**config.mk**
```make
export PLATFORM = sky130hd
export DESIGN_NAME = mem_port_arbiter
export DESIGN_NICKNAME = d
export VERILOG_FILES = /design/src/rtl/mem_port_arbiter_pkg.sv /design/src/rtl/mem_port_arbiter_pci_wr_buffer.sv /design/src/rtl/mem_port_arbiter.sv
export SDC_FILE = /design/constraint.sdc
export NUM_CORES = 1
export LEC_CHECK = 0
export BUFFER_PORTS_ARGS = -buffer_cell sky130_fd_sc_hd__buf_2
export CAP_MARGIN = 15
export CORE_MARGIN = 1.5
export CORE_UTILIZATION = 45
export CTS_BUF_LIST = sky130_fd_sc_hd__clkbuf_4
export CTS_CLUSTER_SIZE = 8
export DETAILED_ROUTE_END_ITERATION = 8
export GPL_TIMING_DRIVEN = 0
export PLACE_DENSITY = 0.82
export SLEW_MARGIN = 10
export SYNTH_ARGS = -nofsm -noshare
export SYNTH_HDL_FRONTEND = slang
export SYNTH_HIERARCHICAL = 1
export SYNTH_SLANG_ARGS = --single-unit
```
**constraint.sdc**
```tcl
create_clock -name clk -period 2.8 [get_ports clk]
set_input_delay 0.28 -clock clk [delete_from_list [all_inputs] [get_ports clk]]
set_output_delay 0.28 -clock clk [all_outputs]
set_load 0.01 [all_outputs]
```
**src/rtl/mem_port_arbiter_pkg.sv**
```systemverilog
// Shared widths and FSM encoding for the memory port arbiter and its PCI write buffer.
package mem_port_arbiter_pkg;

  localparam int ADDR_W = 21;
  localparam int DATA_W = 32;

  typedef enum logic [1:0] {
    ST_IDLE = 2'd0,
    ST_WR   = 2'd1,
    ST_RD   = 2'd2
  } arb_state_t;

endpackage

```
**src/rtl/mem_port_arbiter_pci_wr_buffer.sv**
```systemverilog
// One-entry holding buffer for host write strobes; drops a strobe that finds it full.
module pci_wr_buffer
  import mem_port_arbiter_pkg::*;
(
  input  logic              clk,
  input  logic              rst_n,
  input  logic              wr_en,
  input  logic [ADDR_W-1:0] wr_addr,
  input  logic [DATA_W-1:0] wr_data,
  input  logic              grant,
  output logic              valid,
  output logic [ADDR_W-1:0] addr,
  output logic [DATA_W-1:0] data,
  output logic              overflow
);

  logic load;

  // A grant frees the slot in the same cycle, so a back-to-back strobe still fits.
  assign load = wr_en && (!valid || grant);

  always_ff @(posedge clk or negedge rst_n) begin
    if (!rst_n) begin
      valid    <= 1'b0;
      overflow <= 1'b0;
    end else begin
      if (load) begin
        valid <= 1'b1;
      end else if (grant) begin
        valid <= 1'b0;
      end
      if (wr_en && !load) begin
        overflow <= 1'b1;
      end
    end
  end

  always_ff @(posedge clk) begin
    if (load) begin
      addr <= wr_addr;
      data <= wr_data;
    end
  end

endmodule

```
**src/rtl/mem_port_arbiter.sv**
```systemverilog
// Single-port memory arbiter: flag writes, buffered host writes and user accesses,
// with a starvation override that eventually forces the user through.
module mem_port_arbiter
  import mem_port_arbiter_pkg::*;
#(
  parameter int STARVE_LIMIT = 4
) (
  input  logic              clk,
  input  logic              rst_n,
  input  logic              pci_wr_en,
  input  logic [ADDR_W-1:0] pci_req_addr,
  input  logic [DATA_W-1:0] pci_input_data,
  output logic              pci_overflow,
  input  logic              flag_we,
  input  logic [ADDR_W-1:0] flag_addr,
  input  logic [DATA_W-1:0] flag_data,
  output logic              flag_gnt,
  input  logic              usr_req,
  input  logic              usr_we,
  input  logic [ADDR_W-1:0] usr_addr,
  input  logic [DATA_W-1:0] usr_wdata,
  output logic              usr_gnt,
  output logic [DATA_W-1:0] usr_rdata,
  output logic              usr_rvalid,
  output logic              mem_req,
  output logic              mem_we,
  output logic [ADDR_W-1:0] mem_addr,
  output logic [DATA_W-1:0] mem_wdata,
  input  logic [DATA_W-1:0] mem_rdata,
  input  logic              mem_ready
);

  localparam int CNT_W = $clog2(STARVE_LIMIT + 1);
  localparam logic [CNT_W-1:0] CNT_MAX = CNT_W'(STARVE_LIMIT);

  arb_state_t        state, state_next;
  logic [CNT_W-1:0]  starve_cnt;
  logic              win_flag, win_pci, win_usr;
  logic              pbuf_valid;
  logic [ADDR_W-1:0] pbuf_addr;
  logic [DATA_W-1:0] pbuf_data;

  pci_wr_buffer u_pci_wr_buffer (
    .clk      (clk),
    .rst_n    (rst_n),
    .wr_en    (pci_wr_en),
    .wr_addr  (pci_req_addr),
    .wr_data  (pci_input_data),
    .grant    (win_pci),
    .valid    (pbuf_valid),
    .addr     (pbuf_addr),
    .data     (pbuf_data),
    .overflow (pci_overflow)
  );

  always_ff @(posedge clk or negedge rst_n) begin
    if (!rst_n) begin
      state <= ST_IDLE;
    end else begin
      state <= state_next;
    end
  end

  always_comb begin
    state_next = state;
    win_flag   = 1'b0;
    win_pci    = 1'b0;
    win_usr    = 1'b0;
    unique case (state)
      ST_IDLE: begin
        if (usr_req && starve_cnt == CNT_MAX) begin
          win_usr = 1'b1;
        end else if (flag_we) begin
          win_flag = 1'b1;
        end else if (pbuf_valid) begin
          win_pci = 1'b1;
        end else if (usr_req) begin
          win_usr = 1'b1;
        end
        if (win_flag || win_pci || (win_usr && usr_we)) begin
          state_next = ST_WR;
        end else if (win_usr) begin
          state_next = ST_RD;
        end
      end
      ST_WR: state_next = ST_IDLE;
      ST_RD: begin
        if (mem_ready) begin
          state_next = ST_IDLE;
        end
      end
      default: state_next = ST_IDLE;
    endcase
  end

  // Request strobes follow the state directly, so they drop with the asynchronous reset.
  assign mem_req = (state == ST_WR) || (state == ST_RD);
  assign mem_we  = (state == ST_WR);

  always_ff @(posedge clk or negedge rst_n) begin
    if (!rst_n) begin
      flag_gnt   <= 1'b0;
      usr_gnt    <= 1'b0;
      usr_rvalid <= 1'b0;
      usr_rdata  <= '0;
      mem_addr   <= '0;
      mem_wdata  <= '0;
      starve_cnt <= '0;
    end else begin
      flag_gnt   <= win_flag;
      usr_gnt    <= win_usr;
      usr_rvalid <= (state == ST_RD) && mem_ready;
      if ((state == ST_RD) && mem_ready) begin
        usr_rdata <= mem_rdata;
      end
      if (win_flag) begin
        mem_addr  <= flag_addr;
        mem_wdata <= flag_data;
      end else if (win_pci) begin
        mem_addr  <= pbuf_addr;
        mem_wdata <= pbuf_data;
      end else if (win_usr) begin
        mem_addr  <= usr_addr;
        mem_wdata <= usr_wdata;
      end
      if (!usr_req || win_usr) begin
        starve_cnt <= '0;
      end else if ((win_flag || win_pci) && starve_cnt != CNT_MAX) begin
        starve_cnt <= starve_cnt + CNT_W'(1);
      end
    end
  end

endmodule

```
==> reports/metrics.cfg <==
[die]
start_util_pct=46.25
die_h_um=125.5
dieArea_mm2=0.01574
dieWidth_um=125.5
ioPinCount=289
rows=44
coreArea_mm2=0.01459

[worst_setup_path]
endpoint_kind=flip-flop
slowest_delay_ns=0.43
worstSetupPathType=flip-flop to flip-flop
reg2reg_to=u_pci_wr_buffer/data[2]
rr_worst_depth=7
required_ns=3.00
cp_slowest_cell=clkbuf_1
r2r_slack_ns=0.24
cp_cell_sequence=inv_1 -> ha_1 -> nand3_2 -> clkbuf_1 -> and3_1 -> nand2b_4 -> and2_4
start_kind=flip-flop
critical-path-top-delay-family=simple AND/OR/NAND/NOR gates
cp_max_fo=27
r2r_start=starve_cnt[0]
arrival_ns=2.76
critical_path_buf_inv_count=2

[placement]
placedCellCount=1120
place_congestion=0.8629
dpl_cell_area_mm2=0.008444
portBuffers=287
dpl.hpwl_mm=14.56

[global_routing]
grt_usage_pct=27.90
antenna_found_initial=0
grt_pass1_vias=6786
grt_max_degree=55
overflow=0
grt_pass1_wl_mm=34.33

[timing]
hold_viol=0
relSlewSlack_pct=48.82
period_needed_ns=2.557
setup_tns_ns=0
skew_ns=0.01507
slew_viol_final=0
setup_viol=0
max_freq_mhz=391.1
rsz0062_at_grt=no
worst_pin_slew_ns=0.7631
period_share_pct=91.33

[logic_synthesis]
synth-seq-area-share_pct=58.82
syn_inst=648
ys_types=33
yosys_warnings=6
syn_area_mm2=0.006748
synth.avg_cell_area_um2=10.41
yosys_register_bits=148
synth_fp_nets=851

[hold_path]
hold_depth=3
hold_start=usr_wdata[0]
holdPathEnd=mem_wdata[0]
hp-class=primary input to flip-flop

[clock_network]
clk_transition_reported_paths_ns=0.12
clockBufferDepth=2
cts_setup_buffers=0
cts_tree=built
cts_root_buf=clkbuf_4
insertion_delay_ns=0.54
cts_sinks=148
cts_buffers=17
htree_num_levels=4

[routing]
drc=0
wirelength_mm=21.77
vias=6622
routedWlPerCell_um=17.57
ant_nets=0
dr.first_iter.drc_count=492
vias_per_cell=5.345
dr.pass1.iters=8

[power_and_ir_drop]
ir_drop_uv=423.1
pwr_density_cell_mw_per_mm2=737.8
leakage_nw=4.486

[finish]
antennaDiodeCount=0
area_delta_synth_final_pct=41.76
stdcell_count=1239
fin_nets=1245
drive_gt1_share_pct=35.26
final_cell_area_mm2=0.009565

[job]
drv_cap=0

[run_status]
outcome=finished, final reports clean

## worst reg2reg max path: stages (launching register included)
cell and delay, ns:
dfrtp_1 0.39, inv_1 0.07, ha_1 0.25, nand3_2 0.23
clkbuf_1 0.43, and3_1 0.25, nand2b_4 0.15, and2_4 0.43
## layer usage
| layer | vias to the layer above | share of wire [%] | global-route usage [%] |
|---|---|---|---|
| met5 | - | 0 | 0 |
| met4 | 0 | 3.6 | 13.17 |
| met3 | 62 | 8.2 | 7.745 |
| met2 | 380 | 50 | 48.08 |
| met1 | 3090 | 38 | 32.15 |
| li1 | 3090 | - | - |
## kinds of logic after synthesis
logic type | count (synthesis) | synth area share (%)
and+or+nand+nor | 288 | 18.71
DFF | 148 | 58.82
AOI/OAI and AO/OA | 119 | 12.11
buffers and inverters | 56 | 4.098
muxes | 32 | 5.340
adders and majority gates | 5 | 0.9271
## synthesized netlist by cell type
library cell	n	share of area, %
nor2b_1	2	0.19
buf_1	3	0.17
buf_6	7	1.2
nand2_1	166	9.2
or2_1	1	0.093
o31ai_2	1	0.19
and2_4	1	0.13
o21a_1	1	0.11
buf_2	11	0.82
o2111ai_1	53	6.9
mux2_2	29	4.8
o21bai_1	1	0.11
edfxtp_1	53	24
o21ai_1	54	4.0
ha_1	5	0.93
and3_1	2	0.19
nor3_1	2	0.15
nand2b_4	1	0.20
nor2_1	56	3.1
and2_1	1	0.093
mux2_1	3	0.50
nand3_2	1	0.15
dfrtp_1	95	35
inv_1	7	0.39
o2bb2ai_1	1	0.13
nand2b_1	1	0.093
a21oi_1	4	0.30
and3_4	1	0.17
clkbuf_1	28	1.6
o22ai_1	2	0.19
a31oi_1	1	0.093
or3_1	53	4.9
o31ai_1	1	0.11
## final cells by class
type	instances	area, um2
multi-input cells	445	2511
well taps	184	230.2
plain buffers	48	246.5
flip-flops and latches	148	3969
inverters	7	26.28
clock buffers	18	135.1
repair buffers	375	2337
fillers	1154	5024
clock inverters	14	110.1
## metrics by stage
| step | total power [mW] | setup slack [ns] | utilization, % | hold WS [ns] |
|---|---|---|---|---|
| 5_1_grt | 7.552 | 0.09302 | 65.57 | 0.05065 |
| 3_5_place_dp | 5.761 | -0.3005 | 57.88 | 0.3155 |
| 3_3_place_gp | 5.674 | -0.2333 | 57.68 | 0.4560 |
| 4_1_cts | 7.088 | 0.2544 | 65.57 | 0.03928 |
| 6_report | 7.057 | 0.2429 | 65.57 | 0.08870 |
| 2_1_floorplan | 4.634 | 0.4408 | - | -0.01559 |
## what timing repair did
item,CTS,global route
hold buffers,87,0
hold endpoints to repair,128,0
resized for setup,1,0
setup endpoints to repair,53,0
## how the worst max path moves through the flow
stage / to / cells after the start / from / slack, ns
floorplan: u_pci_wr_buffer/addr[0] / 8 / state[0] / 0.44
global placement: u_pci_wr_buffer/data[2] / 8 / state[0] / -0.23
finish: u_pci_wr_buffer/data[2] / 7 / starve_cnt[0] / 0.24
global route: u_pci_wr_buffer/data[11] / 7 / starve_cnt[0] / 0.09
CTS: u_pci_wr_buffer/addr[13] / 7 / starve_cnt[0] / 0.25
detailed placement: u_pci_wr_buffer/data[2] / 8 / state[0] / -0.30
## registers in the layout (all words and copies together), names as in the netlist
register	flops
u_pci_wr_buffer/addr	21
starve_cnt	3
u_pci_wr_buffer/valid	1
u_pci_wr_buffer/overflow	1
usr_gnt	1
mem_addr	21
state	2
usr_rdata	32
mem_wdata	32
u_pci_wr_buffer/data	32
flag_gnt	1
usr_rvalid	1
## power breakdown
group,internal (mW),switching (mW)
logic,1.10,1.62
registers,2.84,0.274
clock network,0.445,0.787
total,4.38,2.68
## placed cells by master, fill, tap and decap left out, types with 2 or more instances in the layout
master and count:
buf_1 3, clkbuf_1 27, or3_1 53, ha_1 5
dlygate4sd3_1 87, dfrtp_1 95, clkbuf_4 18, buf_2 297
and3_1 2, o21ai_1 54, clkinv_2 6, inv_4 2
edfxtp_1 53, nand2_1 166, nor2_1 56, mux2_2 29
and2_4 2, inv_6 2, o2111ai_1 53, nor3_1 2
mux2_1 3, inv_1 7, buf_6 7, o22ai_1 2
nor2b_1 2, a21oi_1 4
(Power assumes the default switching activity.)
